## config.mk

```make
export PLATFORM = sky130hd
export DESIGN_NAME = reg_rename_file
export DESIGN_NICKNAME = d
export VERILOG_FILES = /design/src/rtl/reg_rename_file.sv
export SDC_FILE = /design/constraint.sdc
export NUM_CORES = 2
export LEC_CHECK = 0
export CAP_MARGIN = 15
export CORE_ASPECT_RATIO = 0.7
export CORE_MARGIN = 1.5
export CORE_UTILIZATION = 42
export DETAILED_ROUTE_END_ITERATION = 8
export RECOVER_POWER = 50
export SLEW_MARGIN = 10
export SYNTH_ARGS = -nofsm -noshare
export SYNTH_HDL_FRONTEND = slang
export SYNTH_SLANG_ARGS = --single-unit
```

## constraint.sdc

```tcl
create_clock -name i_clk -period 7 [get_ports i_clk]
set_input_delay 1.4 -clock i_clk [delete_from_list [all_inputs] [get_ports i_clk]]
set_output_delay 1.4 -clock i_clk [all_outputs]
set_load 0.03 [all_outputs]
```

## src/rtl/reg_rename_file.sv

```systemverilog
// Register file with per-register rename tags for an out-of-order core.
//
// Each architectural register holds a committed value, a busy flag and the
// ROB tag of its newest in-flight producer. The issue stage looks up two
// source operands and gets back either a ready value or the tag to wait on.
// The ROB commit port writes values back and releases registers. A branch
// mispredict flush drops every pending rename.
//
// Ports:
//   i_clk, i_rst_n          clock (rising edge), synchronous active-low reset
//   i_rdy                   global enable; low freezes all state
//   i_is_*                  issue: valid, rs1, rs2, dest, allocated ROB tag
//   o_is_rdy/val/tag{1,2}   resolved operands for rs1/rs2
//   o_rob_ord{1,2}          tag presented to the ROB for forwarding
//   i_rob_rdy/val{1,2}      ROB forwarding response for that tag
//   i_commit_*              commit: valid, dest, value, ROB tag
//   i_jp_wrong              mispredict flush
module reg_rename_file #(
    parameter int unsigned XLEN  = 32,
    parameter int unsigned NREG  = 32,
    parameter int unsigned ROB_W = 4
) (
    input  logic                    i_clk,
    input  logic                    i_rst_n,
    input  logic                    i_rdy,

    input  logic                    i_is_sgn,
    input  logic [$clog2(NREG)-1:0] i_is_rs1,
    input  logic [$clog2(NREG)-1:0] i_is_rs2,
    input  logic [$clog2(NREG)-1:0] i_is_dest,
    input  logic [ROB_W-1:0]        i_is_rob_name,
    output logic                    o_is_rdy1,
    output logic                    o_is_rdy2,
    output logic [XLEN-1:0]         o_is_val1,
    output logic [XLEN-1:0]         o_is_val2,
    output logic [ROB_W-1:0]        o_is_tag1,
    output logic [ROB_W-1:0]        o_is_tag2,

    output logic [ROB_W-1:0]        o_rob_ord1,
    output logic [ROB_W-1:0]        o_rob_ord2,
    input  logic                    i_rob_rdy1,
    input  logic                    i_rob_rdy2,
    input  logic [XLEN-1:0]         i_rob_val1,
    input  logic [XLEN-1:0]         i_rob_val2,

    input  logic                    i_commit_sgn,
    input  logic [$clog2(NREG)-1:0] i_commit_dest,
    input  logic [XLEN-1:0]         i_commit_value,
    input  logic [ROB_W-1:0]        i_commit_rob_name,

    input  logic                    i_jp_wrong
);

    localparam int unsigned RegW = $clog2(NREG);

    logic [XLEN-1:0]  r_value [NREG];
    logic [ROB_W-1:0] r_tag   [NREG];
    logic [NREG-1:0]  r_busy;

    // Both read ports share one resolution loop.
    logic [RegW-1:0]  w_rs      [2];
    logic             w_rob_rdy [2];
    logic [XLEN-1:0]  w_rob_val [2];
    logic             w_rdy     [2];
    logic [XLEN-1:0]  w_val     [2];
    logic [ROB_W-1:0] w_tag     [2];

    assign w_rs[0]      = i_is_rs1;
    assign w_rs[1]      = i_is_rs2;
    assign w_rob_rdy[0] = i_rob_rdy1;
    assign w_rob_rdy[1] = i_rob_rdy2;
    assign w_rob_val[0] = i_rob_val1;
    assign w_rob_val[1] = i_rob_val2;

    always_comb begin
        for (int k = 0; k < 2; k++) begin
            w_rdy[k] = 1'b1;
            w_val[k] = '0;
            w_tag[k] = r_tag[w_rs[k]];
            if (w_rs[k] == '0) begin
                w_val[k] = '0;
            end else if (!r_busy[w_rs[k]]) begin
                w_val[k] = r_value[w_rs[k]];
            end else if (i_commit_sgn && (i_commit_dest == w_rs[k]) &&
                         (i_commit_rob_name == r_tag[w_rs[k]])) begin
                // Producer is committing right now: bypass its value.
                w_val[k] = i_commit_value;
            end else if (w_rob_rdy[k]) begin
                // Producer finished but not yet committed: forward from ROB.
                w_val[k] = w_rob_val[k];
            end else begin
                w_rdy[k] = 1'b0;
            end
        end
    end

    assign o_is_rdy1  = w_rdy[0];
    assign o_is_rdy2  = w_rdy[1];
    assign o_is_val1  = w_val[0];
    assign o_is_val2  = w_val[1];
    assign o_is_tag1  = w_tag[0];
    assign o_is_tag2  = w_tag[1];
    assign o_rob_ord1 = r_tag[i_is_rs1];
    assign o_rob_ord2 = r_tag[i_is_rs2];

    logic w_rename;
    logic w_commit;
    assign w_rename = i_is_sgn && (i_is_dest != '0) && !i_jp_wrong;
    assign w_commit = i_commit_sgn && (i_commit_dest != '0);

    // Later non-blocking writes override earlier ones: commit release, then
    // a same-cycle rename re-busies the register, then a flush clears all.
    always_ff @(posedge i_clk) begin
        if (!i_rst_n) begin
            for (int i = 0; i < int'(NREG); i++) begin
                r_value[i] <= '0;
                r_tag[i]   <= '0;
            end
            r_busy <= '0;
        end else if (i_rdy) begin
            if (w_commit) begin
                r_value[i_commit_dest] <= i_commit_value;
                // A stale commit (older producer) must not release the register.
                if (r_tag[i_commit_dest] == i_commit_rob_name) begin
                    r_busy[i_commit_dest] <= 1'b0;
                end
            end
            if (w_rename) begin
                r_busy[i_is_dest] <= 1'b1;
                r_tag[i_is_dest]  <= i_is_rob_name;
            end
            if (i_jp_wrong) begin
                r_busy <= '0;
            end
        end
    end

endmodule

```

==> run summary <==
Synth cell types: 71
I/O Buffers: 213
R2R Setup Slk: 3370 ps
FF-to-FF path depth: 8
Internal power: 12,800 uW
Worst VDD drop: 0.195 mV
Fmax achieved: 144 MHz
Slew Limit Headroom: -1.42
Cells after Synth: 4,831
Comb pwr share: 0.172
Fillers: 13,500
CP Capture Type: flop
Routed vias/inst: 6.75
Status: complete, but fails checks
Vias: 47,800
Root Driver: clkbuf_16
# rows: 122
Slew Viols, Final: 804
First-pass GRT wire length: 366,000 um
Switch share: 0.280
Fin crit share: 0.992
Placer Congestion: 1.00
Largest net degree at the start of global routing: 115
Critical R2R Capture: r_busy[5]
Asr flop ratio synth: 0
Hold Path Depth: 2
Die area: 163,000 sq um
Crit path max fanout: 24
Final Hold Viols: 0
Final setup skew: 24.9 ps
Drt total wl: 265,000 um
Worst Tran Pin Value: 3630 ps
Final TNS setup: 0 ps
Number of buffers created by CTS: 117
I/O pin count: 214
Avg Cell Area, Syn: 13.9 sq um
Hold EP: r_busy[5]
Power per cell area: 233 nW/um^2
Synthesized area: 67,300 sq um
Maximum clock path buffer count: 3
CP Class: in2reg
TritonRoute pass-1 iters: 8
Clock latency on the worst-skew pair: 780 ps
Clock power share: 0.359
Drc violations: 0
Average wire per standard cell: 37.4 um
Reg2reg start: r_tag[1][2]
Worst path required time: 7370 ps
Die Y: 338 um
Post-synth EDFFs: 1,152
Sequential share of the synthesized area: 0.523
Starting Density: 0.424
Overall routing resource usage: 0.323
Nets: 4,995
Share of post-route cells with drive strength above 1: 0.238
Unrepaired setup endpoints after global routing: false
Seq cells post-synth: 1,184
H-tree level count: 3
HP Start: r_busy[5]
Violated checks: max-capacitance violations, max-slew violations
Cts hold-fix bufs: 0
WHS: 507 ps
Startpoint types: input port
Predominant post-synthesis flop cell: edfxtp_1
Final worst setup slack: 59.4 ps
CTS tree: built
Switching pwr: 5000 uW
HP Class: reg2reg
Placeable Area: 159,000 sq um
Final setup violation count: 0
Area of the multi-input gates: 30,200 sq um
HPWL Detailed: 164,000 um
Clock sink count: 1,184
Initial antenna violation count: 29
P_leak: 0.0259 uW
Worst Path Arrival: 7310 ps
Global route total overflow: 0
Part of the power in registers: 0.469
Chip Width: 481 um
Min Tclk post-route: 6940 ps
Initial DRC count: 8,136
Ys Warns: 0
Max Cap Viol: 35
Area Growth Syn to Fin: 13.7%
Post-placement worst setup slack: 96.0 ps
FF/Latch Area: 35,200 sq um
ANT nets after route: 0
Clk slew on worst S/H paths: 60 ps
Vias in the first global route: 45,900
## through the flow
step / power (uW) / instances / utilization / cell area [sq um]
after global routing: 18200 / 7075 / 0.483 / 76500
after detailed placement: 11500 / 6850 / 0.462 / 73300
after CTS: 17800 / 7066 / 0.485 / 77000
after floorplan: 10100 / 4866 / - / 67400
final: 17800 / 7089 / 0.483 / 76600
after global placement: 11500 / 6848 / 0.462 / 73200
## placed cells by master, fill, tap and decap left out, types with 40 or more instances in the layout
master           netlist  final
and2_1               973    712
buf_12                 0     90
and3_1               136    133
nor3_1                42     40
mux4_2               631    631
o211ai_1              41     41
a31oi_1               58     57
a221oi_1              45     45
clkdlybuf4s50_1        0    127
nor2_1               195    179
o21ai_0              137    120
and2_0                 0    259
mux2i_1              179    179
buf_4                 35    166
a21oi_1               82     82
edfxtp_1            1152   1152
clkbuf_16              0    120
nand2_1              166    164
## Yosys cell counts (37+ instances only)
library cell	instances	area share
o21ai_0	137	0.010
mux4_2	631	0.21
edfxtp_1	1152	0.51
a31oi_1	58	0.0054
and2_1	973	0.090
mux2i_1	179	0.027
a221oi_1	45	0.0059
nor3_1	42	0.0031
a211oi_1	40	0.0045
clkbuf_1	405	0.023
a21oi_1	82	0.0061
nor2_1	195	0.011
and3_1	136	0.013
nand2_1	166	0.0093
buf_2	93	0.0069
nand4_1	39	0.0036
o211ai_1	41	0.0046
o22ai_1	37	0.0034
## cell type report
| class | instances | area share |
|---|---|---|
| Clock buffer | 135 | 0.0400 |
| Timing Repair Buffer | 433 | 0.0610 |
| Inverter | 15 | 0.000768 |
| Sequential cell | 1184 | 0.460 |
| Multi-Input combinational cell | 3112 | 0.395 |
| Tap cell | 2108 | 0.0344 |
| Clock inverter | 81 | 0.00840 |
| Antenna cell | 21 | 0.000686 |
## routing by layer
metal	track usage	share of wire	routed length [um]
met5	0.00382	0.00080	212
met4	0.121	0.042	11200
met3	0.112	0.15	38700
met2	0.449	0.42	110000
met1	0.465	0.40	105000
## registers in the layout, indices dropped and copies added (netlist names)
name / flops
r_value: 1024
r_tag: 128
r_busy: 32
## power by group through the flow
stage | logic (uW) | clock network (uW) | registers [uW]
4_1_cts | 3020 | 6410 | 8350
2_1_floorplan | 1660 | 0 | 8410
3_3_place_gp | 3000 | 0 | 8470
3_5_place_dp | 3010 | 0 | 8490
5_1_grt | 3140 | 6660 | 8400
6_report | 3080 | 6400 | 8370
## worst max-delay path, stage by stage
cell and delay, ps:
dlygate4sd3_1 870, clkbuf_1 770, nand3b_1 130, clkbuf_1 660, o21ai_0 2170, clkbuf_2 1220
## cells by family (layout without fill, tap and decap cells)
logic type	after synthesis	after routing	synth area share
mux	820	820	0.239
xor+xnor	16	16	0.00208
other cells	1	57	0.0000557
compound gates	545	545	0.0536
simple gates	1695	1695	0.146
flops	1184	1184	0.523
buf+inv	570	664	0.0358
## worst max-delay path by stage
stage	from	endpoint	slack [ps]	cells past startpoint
4_1_cts	i_is_rs2[0]	o_is_val2[27]	40	10
3_3_place_gp	i_is_rs2[0]	o_is_val2[27]	180	11
3_5_place_dp	i_is_rs2[0]	o_is_val2[27]	100	10
2_1_floorplan	i_is_rs1[1]	o_is_val1[0]	730	12
6_report	i_commit_dest[0]	r_value[5][10]	60	6
5_1_grt	i_commit_dest[0]	r_value[21][4]	40	6
## repair_timing
action                     in CTS  in global routing
gates resized for setup         0                  1
setup endpoints to repair       0                  1
setup buffers                   0                  0
(Power assumes the default switching activity.)
